**config.mk**
```make
export PLATFORM = sky130hd
export DESIGN_NAME = div_sched
export DESIGN_NICKNAME = d
export VERILOG_FILES = /design/src/rtl/div_sched_pkg.sv /design/src/rtl/div_sched_cache.sv /design/src/rtl/div_sched.sv
export SDC_FILE = /design/constraint.sdc
export NUM_CORES = 1
export LEC_CHECK = 0
export ABC_CLOCK_PERIOD_IN_PS = 3200
export CAP_MARGIN = 20
export CORE_ASPECT_RATIO = 0.75
export CORE_MARGIN = 10
export CORE_UTILIZATION = 48
export CTS_BUF_LIST = sky130_fd_sc_hd__clkbuf_16
export CTS_CLUSTER_DIAMETER = 150
export DETAILED_ROUTE_END_ITERATION = 10
export DONT_BUFFER_PORTS = 1
export GPL_TIMING_DRIVEN = 0
export PLACE_DENSITY = 0.65
export SLEW_MARGIN = 20
export SYNTH_ARGS = -nofsm -noshare
export SYNTH_HDL_FRONTEND = slang
export SYNTH_HIERARCHICAL = 1
export SYNTH_SLANG_ARGS = --single-unit
```
**constraint.sdc**
```tcl
create_clock -name clk -period 3.2 [get_ports clk]
set_input_delay 0.32 -clock clk [delete_from_list [all_inputs] [get_ports clk]]
set_output_delay 0.32 -clock clk [all_outputs]
set_load 0.05 [all_outputs]
```
**src/rtl/div_sched_pkg.sv**
```systemverilog
// div_sched shared definitions: state encoding, default widths,
// timeout and result slice positions for the divider sequencer.
package div_sched_pkg;

    localparam int REG_WIDTH        = 32;
    localparam int DOUBLE_REG_WIDTH = 2 * REG_WIDTH;
    localparam int DIV_TIMEOUT      = 48;

    // Quotient sits at the bottom of the divider result,
    // the remainder directly above it (offset DATA_W).
    localparam int QUOT_LSB = 0;

    typedef enum logic [1:0] {
        S_IDLE = 2'd0,
        S_BUSY = 2'd1,
        S_ZERO = 2'd2,
        S_DONE = 2'd3
    } div_state_e;

endpackage

```
**src/rtl/div_sched_cache.sv**
```systemverilog
// Last-result cache for div_sched (built only with DIV_SCHED_CACHE_EN).
// Ports: fill_* store a finished divide; dividend/divisor/signed_i look up, hit_o/result_o answer.
module div_sched_cache
    import div_sched_pkg::*;
#(
    parameter int DATA_W = REG_WIDTH
) (
    input  logic                clk,
    input  logic                rst,
    input  logic                fill_i,
    input  logic [DATA_W-1:0]   fill_dividend_i,
    input  logic [DATA_W-1:0]   fill_divisor_i,
    input  logic                fill_signed_i,
    input  logic [2*DATA_W-1:0] fill_result_i,
    input  logic [DATA_W-1:0]   dividend_i,
    input  logic [DATA_W-1:0]   divisor_i,
    input  logic                signed_i,
    output logic                hit_o,
    output logic [2*DATA_W-1:0] result_o
);

    logic                valid_q;
    logic [DATA_W-1:0]   dividend_q;
    logic [DATA_W-1:0]   divisor_q;
    logic                signed_q;
    logic [2*DATA_W-1:0] result_q;

    always_ff @(posedge clk or posedge rst) begin
        if (rst) begin
            valid_q    <= 1'b0;
            dividend_q <= '0;
            divisor_q  <= '0;
            signed_q   <= 1'b0;
            result_q   <= '0;
        end else if (fill_i) begin
            valid_q    <= 1'b1;
            dividend_q <= fill_dividend_i;
            divisor_q  <= fill_divisor_i;
            signed_q   <= fill_signed_i;
            result_q   <= fill_result_i;
        end
    end

    assign hit_o = valid_q
                 & (dividend_i == dividend_q)
                 & (divisor_i == divisor_q)
                 & (signed_i == signed_q);

    assign result_o = result_q;

endmodule

```
**src/rtl/div_sched.sv**
```systemverilog
// Sequencer between EX and the shared iterative divider; optional cache via DIV_SCHED_CACHE_EN.
// Ports: EX request/operands in, pause/result/err out; div start/cancel/signed/data out, result/done in.
module div_sched
    import div_sched_pkg::*;
#(
    parameter int DATA_W  = REG_WIDTH,
    parameter int TIMEOUT = DIV_TIMEOUT
) (
    input  logic                clk,
    input  logic                rst,
    input  logic                req_i,
    input  logic                signed_i,
    input  logic                sel_rem_i,
    input  logic [DATA_W-1:0]   dividend_i,
    input  logic [DATA_W-1:0]   divisor_i,
    input  logic                flush_i,
    input  logic                ex_stall_i,
    output logic                pause_ex_o,
    output logic [DATA_W-1:0]   result_o,
    output logic                result_valid_o,
    output logic                err_o,
    output logic                div_start_o,
    output logic                div_cancel_o,
    output logic                div_signed_o,
    output logic [DATA_W-1:0]   div_data1_o,
    output logic [DATA_W-1:0]   div_data2_o,
    input  logic [2*DATA_W-1:0] div_result_i,
    input  logic                div_done_i
);

    localparam int CNT_W = $clog2(TIMEOUT + 1);

    div_state_e        state;
    logic [DATA_W-1:0] dividend_q;
    logic [DATA_W-1:0] divisor_q;
    logic              signed_q;
    logic              sel_rem_q;
    logic [DATA_W-1:0] result_q;
    logic [CNT_W-1:0]  cnt_q;

    logic              busy;
    logic              timeout_hit;
    logic [DATA_W-1:0] done_sel;
    logic              hit;
    logic [DATA_W-1:0] hit_res;

    assign busy = (state == S_BUSY);

    // done and flush both outrank the timeout abort
    assign timeout_hit = busy & ~flush_i & ~div_done_i
                       & (cnt_q == CNT_W'(TIMEOUT - 1));

    assign done_sel = sel_rem_q ? div_result_i[DATA_W +: DATA_W]
                                : div_result_i[QUOT_LSB +: DATA_W];

`ifdef DIV_SCHED_CACHE_EN
    logic              fill;
    logic [2*DATA_W-1:0] hit_full;

    // only a genuine divider completion is worth remembering
    assign fill = busy & ~flush_i & div_done_i;

    div_sched_cache #(
        .DATA_W(DATA_W)
    ) u_cache (
        .clk             (clk),
        .rst             (rst),
        .fill_i          (fill),
        .fill_dividend_i (dividend_q),
        .fill_divisor_i  (divisor_q),
        .fill_signed_i   (signed_q),
        .fill_result_i   (div_result_i),
        .dividend_i      (dividend_i),
        .divisor_i       (divisor_i),
        .signed_i        (signed_i),
        .hit_o           (hit),
        .result_o        (hit_full)
    );

    // half chosen by the new request, so div/mod pairs share one divide
    assign hit_res = sel_rem_i ? hit_full[DATA_W +: DATA_W]
                               : hit_full[QUOT_LSB +: DATA_W];
`else
    assign hit     = 1'b0;
    assign hit_res = '0;
`endif

    always_ff @(posedge clk or posedge rst) begin
        if (rst) begin
            state      <= S_IDLE;
            dividend_q <= '0;
            divisor_q  <= '0;
            signed_q   <= 1'b0;
            sel_rem_q  <= 1'b0;
            result_q   <= '0;
            cnt_q      <= '0;
        end else if (flush_i) begin
            state <= S_IDLE;
        end else begin
            unique case (state)
                S_IDLE: begin
                    if (req_i) begin
                        dividend_q <= dividend_i;
                        divisor_q  <= divisor_i;
                        signed_q   <= signed_i;
                        sel_rem_q  <= sel_rem_i;
                        cnt_q      <= '0;
                        if (divisor_i == '0) begin
                            state <= S_ZERO;
                        end else if (hit) begin
                            result_q <= hit_res;
                            state    <= S_DONE;
                        end else begin
                            state <= S_BUSY;
                        end
                    end
                end
                S_BUSY: begin
                    cnt_q <= cnt_q + 1'b1;
                    if (div_done_i) begin
                        result_q <= done_sel;
                        state    <= S_DONE;
                    end else if (timeout_hit) begin
                        result_q <= '1;
                        state    <= S_DONE;
                    end
                end
                S_ZERO: begin
                    result_q <= sel_rem_q ? dividend_q : '1;
                    state    <= S_DONE;
                end
                S_DONE: begin
                    if (!ex_stall_i) begin
                        state <= S_IDLE;
                    end
                end
                default: state <= S_IDLE;
            endcase
        end
    end

    assign pause_ex_o     = req_i & ~flush_i & (state != S_DONE);
    assign result_valid_o = (state == S_DONE);
    assign result_o       = result_q;
    assign err_o          = timeout_hit;
    assign div_start_o    = busy & ~flush_i;
    assign div_cancel_o   = busy & (flush_i | timeout_hit);
    assign div_signed_o   = signed_q;
    assign div_data1_o    = dividend_q;
    assign div_data2_o    = divisor_q;

endmodule

```
; ---- Word level (Yosys, flattened, before mapping)
; Index checks and enable logic that the tools add are counted.
[classes]
n_reduce_logical = 8
eq_ne = 10
n_mux = 14
magnitude_cmp = 0
shifts = 0
div_mod_pow = 0
mul = 0
add_sub_neg = 1
n_bitwise = 9
[op_table]
columns = operator, count
row1 = $mux W32, 4
row2 = $pmux W32 S2, 1
row3 = $logic_not A32 Y1, 1
row4 = $mux W2, 6
row5 = $pmux W6 S2, 1
row6 = $reduce_and A3 Y1, 4
row7 = $pmux W2 S4, 1
row8 = $add A6 B1 Y6 const B, 1
row9 = $and A1 B1 Y1, 6
row10 = $eq A6 B6 Y1 const B, 1
row11 = $mux W6, 1
row12 = $ne A3 B3 Y1 const B, 2
row13 = $eq A2 B2 Y1 const B, 2
row14 = $ne A2 B2 Y1 const B, 2
row15 = $ne A4 B3 Y1 const B, 1
row16 = $reduce_bool A2 Y1, 2
row17 = $ne A3 B2 Y1 const B, 1
row18 = $eq A2 B1 Y1 const B, 1
row19 = $logic_not A2 Y1, 1
row20 = $not A1 Y1, 2
row21 = $or A1 B1 Y1, 1
[totals]
regBits = 106
mem_bits_ro = 0
ram_bits = 0
latchBits = 0
n_memories = 0
output_inout_bits = 102

; ---- Longest topological paths before layout
; Gate-level depths: netlist of the first run.
[logic_depth]
word_depth = 8
ltp_mapped = 8

; ---- Least setup slack after synthesis of the first run
; OpenSTA, ideal clock, no wires.
[synth_timing]
kind = reg2out
start = register state[1]
end = output div_cancel_o
path_stages_with_launch = 6
arrival_time_ps = 2936
setup_slack_ps = -56
required_ps = 2880
path_cell_list = dfrtp_1 inv_1 ha_1 nand2_1 nor4_1 o21a_1
[synth_between]
elab_chain_cells = 6
[synth_rtl]
columns = item, line
row1 = start: declaration, div_sched.sv:33  ; div_state_e state;
row2 = start signal: assignment, div_sched.sv:90  ; state <= S_IDLE;
row3 = start signal: assignment, div_sched.sv:98  ; state <= S_IDLE;
row4 = start signal: assignment, div_sched.sv:109  ; state <= S_ZERO;
row5 = $eq A2 B1 Y1, div_sched.sv:47  ; assign busy = (state == S_BUSY);
row6 = $and A1 B1 Y1 (2 in a row), div_sched.sv:50  ; assign timeout_hit = busy & ~flush_i & ~div_done_i
row7 = $and A1 B1 Y1, div_sched.sv:51  ; & (cnt_q == CNT_W'(TIMEOUT - 1));
row8 = net err_o, div_sched.sv:21  ; output logic err_o,
row9 = $or A1 B1 Y1, div_sched.sv:147  ; assign div_cancel_o = busy & (flush_i | timeout_hit);
row10 = $and A1 B1 Y1, div_sched.sv:147
row11 = end: declaration, div_sched.sv:23  ; output logic div_cancel_o,
; The timed path passes the listed nets, and every way through them passes these cells.

; ---- Worst setup path after layout of the first run
; Ends and elaborated chain as after synthesis.

==> impl.org, run 1 <==
** Timing
- Setup repair after global routing missed its margin :: no
- Clock Skew :: 0.00507 ns
- Worst rel slew slack :: 0.420
- Achievable Freq :: 335 MHz
- Summed over all failing endpoints, the final setup total negative slack is 0 ns.
- The count of final max-slew check failures is 0.
- Setup violations remaining at the end of the flow were counted as 0.
- For the pin with the worst max-slew slack, the measured transition is ~0.87 ns.
- Final worst-path cycle share :: 0.934
- Final worst slack :: 0.213 ns
- Subtracting the final worst setup slack from the clock period gives roughly 3 ns.
- Count of endpoints failing hold in the final timing report :: 0

** Global route
- For this run the aggregate overflow at the end of global routing stands at 0.
- Global Route met1 Usage :: 0.207
- GR Layer Usage met2 :: 0.305
- Overall Global Routing Usage :: 0.185
- Wire length of the first global-routing pass :: 21300 µm
- After global routing, the most crowded layer is met2.
- Entering global routing, the biggest net connects 60 pins.
- The initial antenna violation count was 0.
- For this run, global-route usage on met3 was measured as 0.0978.
- Via count of the first global-routing pass :: 3675

** Logic synthesis
- Compound-cell area share of the yosys netlist :: 0.129
- By area the synthesized netlist is led by dfrtp_1 53%, mux2_2 22%, a2bb2oi_1 5.5%, o2bb2ai_1 5.1%, nor2_1 2.6%.
- Summed over all instances, the cell type with the most area after synthesis is dfrtp_1.
- During synthesis, Yosys emitted a total of 6 warnings.
- Number of synthesized register bits :: 106
- Mean Syn Cell Area :: 12.8 µm²
- Most instantiated flip-flop cell in the synthesis netlist :: dfrtp_1
- Post-synthesis simple-gate area fraction :: 0.0580
- Post-synth EDFFs :: 0
- dfrtp_1 is the most common cell in the netlist.
- Counting every net in the synthesized netlist gives 530.
- Of the synthesized area, sequential elements account for 0.533.
- Largest family of logic cells by synthesized area :: multiplexers
- Proportion of synthesized area in mux cells :: 0.226
- Of the total synthesized cell area, the portion taken by XOR and XNOR cells is 0.00703.
- By count the netlist is led by 106 x dfrtp_1, 97 x mux2_2, 34 x nor2_1.
- Fraction of the mapped netlist area in adder cells :: 0.0126
- Area of the mapped netlist :: 4980 µm²
- Of the post-synthesis cell area, the dominant cell type holds 0.533.
- Yosys mapped the design onto 31 distinct sky130hd cell types.
- Counting every instance in the synthesized netlist gives 389.
- Synth async-reset ratio :: 1.00

** Critical path
- Measured in cells, the most critical reg-to-reg path has a length of 6.
- Of all nets on the critical path, the largest fanout is 7.
- R2R Path End :: result_o[0]$_DFFE_PP0P_
- Endpoint required time on the critical path :: around 2.9 ns
- For flop-to-flop paths, the worst setup slack is 1.03 ns.
- Data arrives at the worst endpoint at 2.67 ns.
- CP startpoint kind :: register
- Source of the worst register-to-register timing path :: cnt_q[0]$_DFFE_PP0P_
- Sort of element at the end of the critical path :: output pin
- The worst setup path is of the register to output pin kind.

** Min path
- The startpoint identified for the worst hold timing path is dividend_i[10].
- Worst hold path cell count :: 1
- For hold timing, the worst endpoint is div_data1_o[10]$_DFFE_PP0P_.
- The tightest min-delay check is of the input port to register type.

** Finish
- Ant diodes :: 0
- Once layout is complete, the utilization of the core stands at 0.540.
- After filler insertion, the fill cell instance count of the layout stands at about 910.
- After the last flow step, the layout net total stands at 543.
- Relative to the synthesized area, the layout overhead comes to 10.8%.
- Share of post-route cells with drive strength above 1 :: 0.322

** Detailed routing
- DR vias/cell :: 6.07
- DR DRC count :: 0
- The first detailed-routing pass ran for 4 iterations.
- Post-DRT Antenna Nets :: 0
- After detailed routing, the average wire length per cell comes to roughly 26 µm.
- Via count :: 3295
- Summed over all layers, the routed wires come to 14300 µm.
- First DRT Iteration DRCs :: between 90 and 100

** Floorplanning
- The floorplan step set the die height to ~110 µm.
- Ports :: 238
- After floorplanning, the core was sized to cover ~10000 µm².
- Floorplan row count :: 32
- Die outline area :: 14900 µm²
- The initial utilization of the core area, before any placement, comes to 0.488.
- In this run the horizontal extent of the chip is 138 µm.

** Power and ir drop
- The worst-case IR drop observed on VDD is 0.000643 V.
- Power Dens Cells :: 1330 nW/µm²
- Final Power :: about 7.4 mW
- The analysis attributes to cell leakage a power of 2.19 nW.

** Clocking
- CTS-repair resized insts :: 0
- In this run the number of H-tree levels came out at 3.
- Latest clock arrival within the worst-skew pair :: 0.34 ns
- The tree is rooted in a clkbuf_16.
- TritonCTS built the clock tree.
- Maximum root-to-sink buffer count :: 2
- The tree built by TritonCTS fans out to 106 sinks.
- Total clock buffers created by CTS :: 9
- Clock-pin slew on the worst setup and hold paths :: 0.07 ns

** Flow run
- The tool flagged a number of max-cap violations equal to 0.

** Placed design
- The count of buffers added on input and output ports is 0.
- Worst slack after detailed placement :: ~0.6 ns
- Weighted congestion at the end of routability-driven global placement :: ~0.84
- Half-perimeter wire length of the detailed placement result :: around 11000 µm

** Status
- The flow ran to the end, and the final reports show no timing, DRC or antenna violations.
==> worst max path at each step <==
stage,start,to,slack [ns],depth (start not counted)
after floorplan,rst,cnt_q[0]$_DFFE_PP0P_,0.09,1
after global placement,rst,result_o[22]$_DFFE_PP0P_,-1.04,1
after detailed placement,state[1]$_DFFE_PP0P_,div_cancel_o,0.60,5
after CTS,state[1]$_DFFE_PP0P_,div_cancel_o,0.21,5
after global routing,state[1]$_DFFE_PP0P_,div_cancel_o,0.10,5
final,state[1]$_DFFE_PP0P_,div_cancel_o,0.21,5
==> report_power, final <==
part | total (mW) | internal (mW) | leakage [nW] | switching, mW
registers | 4.71 | 1.93 | 1.20 | 2.78
clock network | 1.12 | 0.611 | 0.134 | 0.505
logic | 1.54 | 0.826 | 0.853 | 0.711
total | 7.36 | 3.37 | 2.19 | 3.99
==> layout by cell type (no fill, tap or decap), drive strengths merged, types with 10 or more instances in the layout <==
cell / instances
nor4: 10
o2bb2ai: 29
clkbuf: 22
dfrtp: 106
nor2: 34
buf: 15
mux2: 98
inv: 11
a2bb2oi: 31
==> stage by stage <==
stage | hold slack (ns) | instance area [µm²] | instances
after floorplan | 0.471 | 4990 | 389
after global placement | 0.471 | 5160 | 525
after detailed placement | 0.240 | 5200 | 526
after CTS | 0.108 | 5520 | 543
after global routing | 0.105 | 5520 | 543
final | 0.120 | 5520 | 543
==> per-layer routing <==
| layer | part of all wire | vias to the layer above |
|---|---|---|
| met4 | 0.014 | 0 |
| met1 | 0.37 | 1671 |
| met5 | 0 | - |
| met3 | 0.13 | 17 |
| met2 | 0.50 | 151 |
| li1 | - | 1456 |
==> layout make-up <==
| cell class | instances | area [µm²] | area share |
|---|---|---|---|
| buffer | 27 | 136 | 0.0247 |
| clock buffer | 9 | 225 | 0.0408 |
| clock inverter | 7 | 77.6 | 0.0141 |
| inverter | 10 | 42.5 | 0.00771 |
| multi-input combinational | 246 | 2170 | 0.394 |
| sequential | 106 | 2650 | 0.481 |
| tap | 136 | 170 | 0.0308 |
| timing repair buffer | 2 | 37.5 | 0.00680 |
==> worst max-delay path, cell delays in order (launching register included) <==
cell and delay (ns):
dfrtp_1 0.41, inv_1 0.09, ha_1 0.31, nand2_1 0.18, nor4_4 0.79, o21a_1 0.54
==> registers in the layout, summed over array words and instances (netlist names) <==
register      flops
div_data1_o      32
div_data2_o      32
result_o         32
cnt_q             6
state             2
div_signed_o      1
sel_rem_q         1
==> kinds of logic after synthesis <==
family / after synthesis
adder cells (fa/ha/maj): 5
AND/OR/NAND/NOR: 62
multiplexers: 100
buffers and inverters: 37
AO/OA/AOI/OAI: 75
flip-flops: 106
XOR/XNOR: 4
==> repair_timing <==
action | 4_1_cts | 5_1_grt
setup buffers | 0 | 0
endpoints found under the hold margin | 47 | 0
hold buffers | 1 | 0
Note: power is estimated with default switching activity, not from simulation.
==> run 2, diff against run 1 <==
--- a/config.mk
+++ b/config.mk
@@ -7,7 +7,7 @@
 export LEC_CHECK = 0
 export ABC_CLOCK_PERIOD_IN_PS = 3200
 export CAP_MARGIN = 20
-export CORE_ASPECT_RATIO = 0.75
+export CORE_ASPECT_RATIO = 0.9
 export CORE_MARGIN = 10
 export CORE_UTILIZATION = 48
 export CTS_BUF_LIST = sky130_fd_sc_hd__clkbuf_16
==> run 2 against run 1 <==
Critical path depth unchanged. Total power shrank 0.59%. Non-clock buffer count stayed put. Final area down 0.48%. Flip-flop and latch count unchanged. Clock-buffer cell count did not move. First-iteration DRC count rose by 82%. Register-to-register slack better by 0.05 ns. Global-route usage increased by 0.062 points. Clock power decreased by 4%. Cell count decreased by 1.3%. Die area shrank 0.24%. Highest routed layer unchanged.
==> impl.org, run 2 (same netlist as run 1, synthesis figures left out) <==
** Floorplanning
- In this run the horizontal extent of the chip is 127 µm.
- The floorplan step defined a core boundary enclosing 10200 µm².
- Die H :: between 100 and 150 µm
- Initial Utilization :: 0.488
- Die outline area :: 14900 µm²
- Pin placement for this block handled 238 I/O pins.
- After floorplanning, the core was divided into 35 placement rows.

** Placed design
- Weighted congestion at the end of routability-driven global placement :: 0.822
- Worst slack after detailed placement :: between 0.5 and 0.6 ns
- Placed cell count :: 519
- Half-perimeter wire length of the detailed placement result :: 11400 µm
- Port buffering added 0 buffers.

** Global route
- Global route total overflow :: 0
- Via count of the first global-routing pass :: 3618
- The initial antenna violation count is 0.
- The first global-routing pass estimated 21500 µm of wire.
- For this run, the total global-route usage over all layers was measured as 0.186.
- Entering global routing, the biggest net connects 72 pins.

** Clocking
- The tree is rooted in a clkbuf_16.
- Maximum root-to-sink buffer count :: 2
- TritonCTS clock tree :: yes
- Latest clock arrival within the worst-skew pair :: 0.33 ns
- H-Tree Level Count :: 3
- Total clock buffers created by CTS :: 9
- Number of sinks driven by the clock tree :: 106
- Clock-pin slew on the worst setup and hold paths :: 0.07 ns
- The number of setup buffers added after CTS is 0.

** Timing
- Final worst-path cycle share :: 0.936
- Setup slack on the critical path of the routed design comes to 0.205 ns.
- Tmin final :: 2.99 ns
- Count of endpoints failing hold in the final timing report :: 0
- At the pin with the least slew margin, the transition time is between 0.8 and 0.9 ns.
- Timing would allow up to 334 MHz.
- Setup repair after global routing left no endpoint under its margin.
- The count of final max-slew check failures came to 0.
- Headroom to the max-slew limit came out at 0.417.
- Clock Skew :: between 0.003 and 0.004 ns
- Number of endpoints failing setup at the final stage :: 0

** Min path
- Hold path startpoint :: dividend_i[8]
- Worst hold path cell count :: 1
- The min-delay analysis places its worst path in the category input port to register.
- For hold timing, the worst endpoint is div_data1_o[8]$_DFFE_PP0P_.

** Critical path
- STA classifies the critical path startpoint as a register.
- Max stage delay on crit path :: 0.78 ns
- Max FO, Critical Path :: 7
- Worst reg2reg setup slack :: ~1.1 ns
- Slowest-stage cell, CP :: nor4_4
- At the worst endpoint, the required time is 2.88 ns.
- Arrival time of the worst setup path :: around 2.7 ns
- Worst r2r path cells :: 6
- The worst setup path is of the register to output pin kind.
- Grouping stages by cell kind, the critical path spends the most delay in simple AND/OR/NAND/NOR gates.
- The critical path goes through inv_1 > ha_1 > nand2_1 > nor4_4 > o21a_1.
- The worst setup path is captured at an output pin.
- The endpoint identified for the worst register-to-register timing path is result_o[6]$_DFFE_PP0P_.
- Together, buffers and inverters on the worst path number 1.
- In this run the critical register-to-register path is launched from cnt_q[0]$_DFFE_PP0P_.

** Finish
- 0 antenna diodes ended up in the layout.
- After the last flow step, the layout net total stands at 543.
- Share of post-route cells with drive strength above 1 :: 0.317
- In the layout the commonest cells are 106 x dfrtp_1, 97 x mux2_2, 34 x nor2_1, 31 x a2bb2oi_1, 29 x o2bb2ai_1.
- Final standard cell count with taps included and fillers excluded :: 536
- Share of the core filled with cells :: 0.538
- The area growth from synthesis to layout is 10.2%.
- The library cell used most frequently in the layout, excluding fill and tap cells, is dfrtp_1.

** Power and ir drop
- Of the total power, combinational logic draws 0.209.
- Final Power :: 7.32 mW
- The analysis attributes to cell leakage a power of 2.20 nW.
- Psw :: 3.96 mW
- Cell internal power was estimated by the tool at ~3.4 mW.
- Seq pwr share :: 0.644
- Of the total power, the share spent switching nets is 0.541.
- Power Dens Cells :: 1330 nW/µm²
- Of the total power, the clock network draws 0.147.
- VDD sags by at most 0.000536 V.

** Detailed routing
- In the routed design, unresolved DRC markers number 0.
- Once detail routing completed, the nets flagged for antenna violations numbered 0.
- Via count :: 3278
- Detailed-router iteration count before antenna repair :: 4
- Routed len/inst :: 26.8 µm
- Total length of routed wires :: 14400 µm
- DR vias/cell :: around 6.1
- First DRT Iteration DRCs :: 175

** Flow run
- Across the run, the number of max-cap violations was 0.

** Status
- The flow ran to the end, and the final reports show no timing, DRC or antenna violations.
==> run 2: what timing repair did <==
item	CTS	global route
hold buffers	1	0
hold endpoints to repair	35	0
gates resized for setup	0	0
==> run 2: per-stage QoR <==
step / setup TNS [ns] / hold slack (ns) / area, µm²
6_report: 0 / 0.129 / 5490
3_5_place_dp: 0 / 0.196 / 5190
4_1_cts: 0 / 0.118 / 5490
5_1_grt: 0 / 0.109 / 5490
2_1_floorplan: 0 / 0.471 / 4990
3_3_place_gp: -108.16 / 0.471 / 5150
==> run 2: routing by layer <==
metal	up-vias	GRT usage	wire length (µm)
li1	1463	-	-
met2	129	0.321	7470
met5	-	0	0
met3	16	0.0853	1350
met1	1670	0.206	5370
met4	0	0.0409	168
==> run 2: final cells by class <==
| type | count | area [µm²] |
|---|---|---|
| well taps | 129 | 161 |
| fillers | 896 | 4710 |
| repair buffers | 2 | 37.5 |
| multi-input cells | 246 | 2170 |
| inverters | 10 | 42.5 |
| plain buffers | 27 | 136 |
| flip-flops and latches | 106 | 2650 |
| clock inverters | 7 | 60.1 |
| clock buffers | 9 | 225 |
==> run 2: worst max-delay path by stage <==
stage / from / end / slack, ns / cells past startpoint
CTS: state[1]$_DFFE_PP0P_ / div_cancel_o / 0.19 / 5
floorplan: rst / cnt_q[0]$_DFFE_PP0P_ / 0.09 / 1
finish: state[1]$_DFFE_PP0P_ / div_cancel_o / 0.21 / 5
global route: state[1]$_DFFE_PP0P_ / div_cancel_o / 0.04 / 5
detailed placement: state[1]$_DFFE_PP0P_ / div_cancel_o / 0.57 / 5
global placement: rst / result_o[13]$_DFFE_PP0P_ / -1.02 / 1
==> run 2: power by group through the flow <==
stage	sequential [mW]	combinational (mW)	clock [mW]
final	4.72	1.53	1.08
after global routing	4.81	1.69	1.16
after CTS	4.75	1.55	1.10
after detailed placement	4.78	1.54	0
after global placement	4.76	1.48	0
after floorplan	4.51	1.27	0
==> run 3, diff against run 2 <==
--- a/config.mk
+++ b/config.mk
@@ -8,10 +8,11 @@
 export ABC_CLOCK_PERIOD_IN_PS = 3200
 export CAP_MARGIN = 20
 export CORE_ASPECT_RATIO = 0.9
-export CORE_MARGIN = 10
+export CORE_MARGIN = 2
 export CORE_UTILIZATION = 48
 export CTS_BUF_LIST = sky130_fd_sc_hd__clkbuf_16
 export CTS_CLUSTER_DIAMETER = 150
+export CTS_CLUSTER_SIZE = 30
 export DETAILED_ROUTE_END_ITERATION = 10
 export DONT_BUFFER_PORTS = 1
 export GPL_TIMING_DRIVEN = 0
==> run 3 against run 2 <==
Sequential share of layout area up 0.11 points. Flip-flop and latch count is the same. Global-route usage rose by 3.5 points. Non-clock buffer count unchanged. Sequential power decreased by 1%. Clock skew is 0.0034 ns higher. Combinational power is essentially flat. Final area down 0.23%. Highest routed layer unchanged. Hold slack got worse by 0.0041 ns.
==> impl.org, run 3 (same netlist as run 1, synthesis figures left out) <==
** Status
- Result of the run :: finished clean

** Clocking
- Maximum root-to-sink buffer count :: 2
- Latest clock arrival within the worst-skew pair :: 0.34 ns
- The root buffer cell chosen for the clock tree is clkbuf_16.
- TritonCTS clock tree :: yes
- H-Tree Level Count :: 3
- Buffers inserted during clock tree synthesis total 9.
- Clock-pin slew was measured on the worst setup and hold paths at approximately 0.070 ns.
- In this run the post-CTS setup repair buffer count came out at 0.
- Counting every sink on the clock net gives 106.

** Timing
- After routing, the total negative slack on setup checks comes to 0 ns.
- Between clock sinks in the finished design, the worst skew comes to 0.00686 ns.
- Count of endpoints failing hold in the final timing report :: 0
- Of the available clock period, the critical path in the final layout requires 0.913.
- Across all hold checks on the routed design, the worst slack comes to 0.125 ns.
- Setup violations remaining at the end of the flow were counted as 0.
- The worst pin sits at a relative slew slack of 0.445.
- Achievable Freq :: 342 MHz
- At the pin with the least slew margin, the transition time is ~0.83 ns.
- Setup repair after global routing left no endpoint under its margin.
- Tmin final :: between 2 and 3 ns
- The count of final max-slew check failures came to 0.

** Power and ir drop
- Leakage power total :: 2.19 nW
- VDD sags by at most 0.000705 V.
- Power spread over the standard cell area amounts to roughly 1300 nW/µm².
- Final Power :: 7.24 mW

** Floorplanning
- The core region is 10200 µm².
- Initial Utilization :: 0.490
- Die H :: about 100 µm
- The die covers 11200 µm².
- The die is approximately 110 µm wide.
- Ports :: 238
- Floorplan row count :: 35

** Detailed routing
- For this block, the via count after detailed routing is 3295.
- Dividing the detail-routed wire length by the instance count gives ~23 µm.
- Total length of routed wires :: around 13000 µm
- Post-DRT Antenna Nets :: 0
- For this block, the initial DRC count from the detailed router was 100.
- In the routed layout, each cell is associated on average with a via count of 6.17.
- Detailed-router iteration count before antenna repair :: 4
- DR DRC count :: 0

** Critical path
- Endpoint required time on the critical path :: approximately 2.9 ns
- CP startpoint kind :: register
- CP top delay family :: simple AND/OR/NAND/NOR gates
- The critical path in this run is classified as register to output pin.
- Max stage delay on crit path :: 0.75 ns
- WP buf/inv :: 1
- Sort of element at the end of the critical path :: output pin
- Along the worst path, the maximum fanout reaches 7.
- Arrival time of the worst setup path :: 2.60 ns
- Cells along the critical path :: inv_1 > ha_1 > nand2_1 > nor4_4 > o21a_1
- Slowest-stage cell, CP :: nor4_4

** Global route
- Global routing usage on met3 :: 0.0758
- Via count of the first global-routing pass :: roughly 3600
- GR Layer Usage met2 :: 0.378
- Overall Global Routing Usage :: 0.221
- The initial antenna violation count came to 0.
- After global routing, the most crowded layer is met2.
- Wire length of the first global-routing pass :: 19300 µm
- For this run, global-route usage on met1 was measured as 0.273.
- Maximum number of pins on one net before global-route repair :: 62
- Global routing finished with a remaining overflow of 0.

** Placed design
- Including well taps, the total number of placed cells is 519.
- Total of buffers placed on input and output ports :: 0
- Half-perimeter wire length of the detailed placement result :: 9630 µm
- Routability-driven placement finished with a final weighted congestion of between 0.8 and 0.9.

** Flow run
- Max-cap violations in this run came to 0.

** Finish
- In the final layout, the share of cells above drive strength 1 is 0.314.
- Most frequent cells in the layout :: 106 x dfrtp_1, 97 x mux2_2, 34 x nor2_1, 31 x a2bb2oi_1, 29 x o2bb2ai_1
- Final standard cell count with taps included and fillers excluded :: 534
- At the end of the flow, the number of nets in the layout was roughly 540.
- Most frequent standard cell in the layout excluding fill and tap cells :: dfrtp_1
- 0 antenna diodes ended up in the layout.
- Area growth from synthesis to layout :: 9.97%
- At the end of the flow the core is filled with cells to 0.539.

** Min path
- In this run the worst hold path is classified as input port to register.
[run 3: cell types whose count changed in the layout (fill, tap and decap cells not counted), sizes merged]
cell and change:
clkinvlp -1, clkinv -1
[run 3: path summary, 6_finish.rpt]
kind | start | end | slack [ns] | cells past startpoint
worst max-delay path | state[1]$_DFFE_PP0P_ | div_cancel_o | 0.28 | 5
worst min-delay path | dividend_i[4] | div_data1_o[4]$_DFFE_PP0P_ | 0.12 | 1
worst max register to register | cnt_q[0]$_DFFE_PP0P_ | result_o[9]$_DFFE_PP0P_ | 1.10 | 6
worst min register to register | cnt_q[0]$_DFFE_PP0P_ | cnt_q[0]$_DFFE_PP0P_ | 0.54 | 1
max in group asynchronous | rst | result_o[3]$_DFFE_PP0P_ | 2.06 | 3
min in group asynchronous | rst | div_data1_o[30]$_DFFE_PP0P_ | 0.50 | 2
[run 3: metal layers]
layer,part of all wire,wire [µm],up-vias
li1,-,-,1466
met5,0,0,-
met3,0.087,1090,13
met2,0.51,6340,141
met1,0.40,4950,1675
met4,0.011,140,0
[run 3: timing repair]
| item | in CTS | in global routing |
|---|---|---|
| endpoints found under the hold margin | 45 | 0 |
| resized for setup | 0 | 0 |
| hold buffers | 1 | 0 |
| setup endpoints to repair | 0 | 0 |
[run 3: layout make-up]
class | count | area [µm²]
buffer | 27 | 136
clock buffer | 9 | 225
clock inverter | 5 | 47.5
fill | 900 | 4680
inverter | 10 | 42.5
multi-input combinational | 246 | 2170
sequential | 106 | 2650
tap | 129 | 161
timing repair buffer | 2 | 37.5
[run 3: power by group]
| group | switching [mW] | leakage (nW) | internal [mW] |
|---|---|---|---|
| Sequential | 2.73 | 1.20 | 1.94 |
| Combinational | 0.704 | 0.853 | 0.825 |
| Clock | 0.458 | 0.136 | 0.590 |
[run 3: through the flow]
stage / area, µm² / worst slack [ns]
finish: 5480 / 0.280
global route: 5480 / 0.177
CTS: 5480 / 0.269
detailed placement: 5190 / 0.635
global placement: 5150 / -1.04
floorplan: 4990 / 0.0911
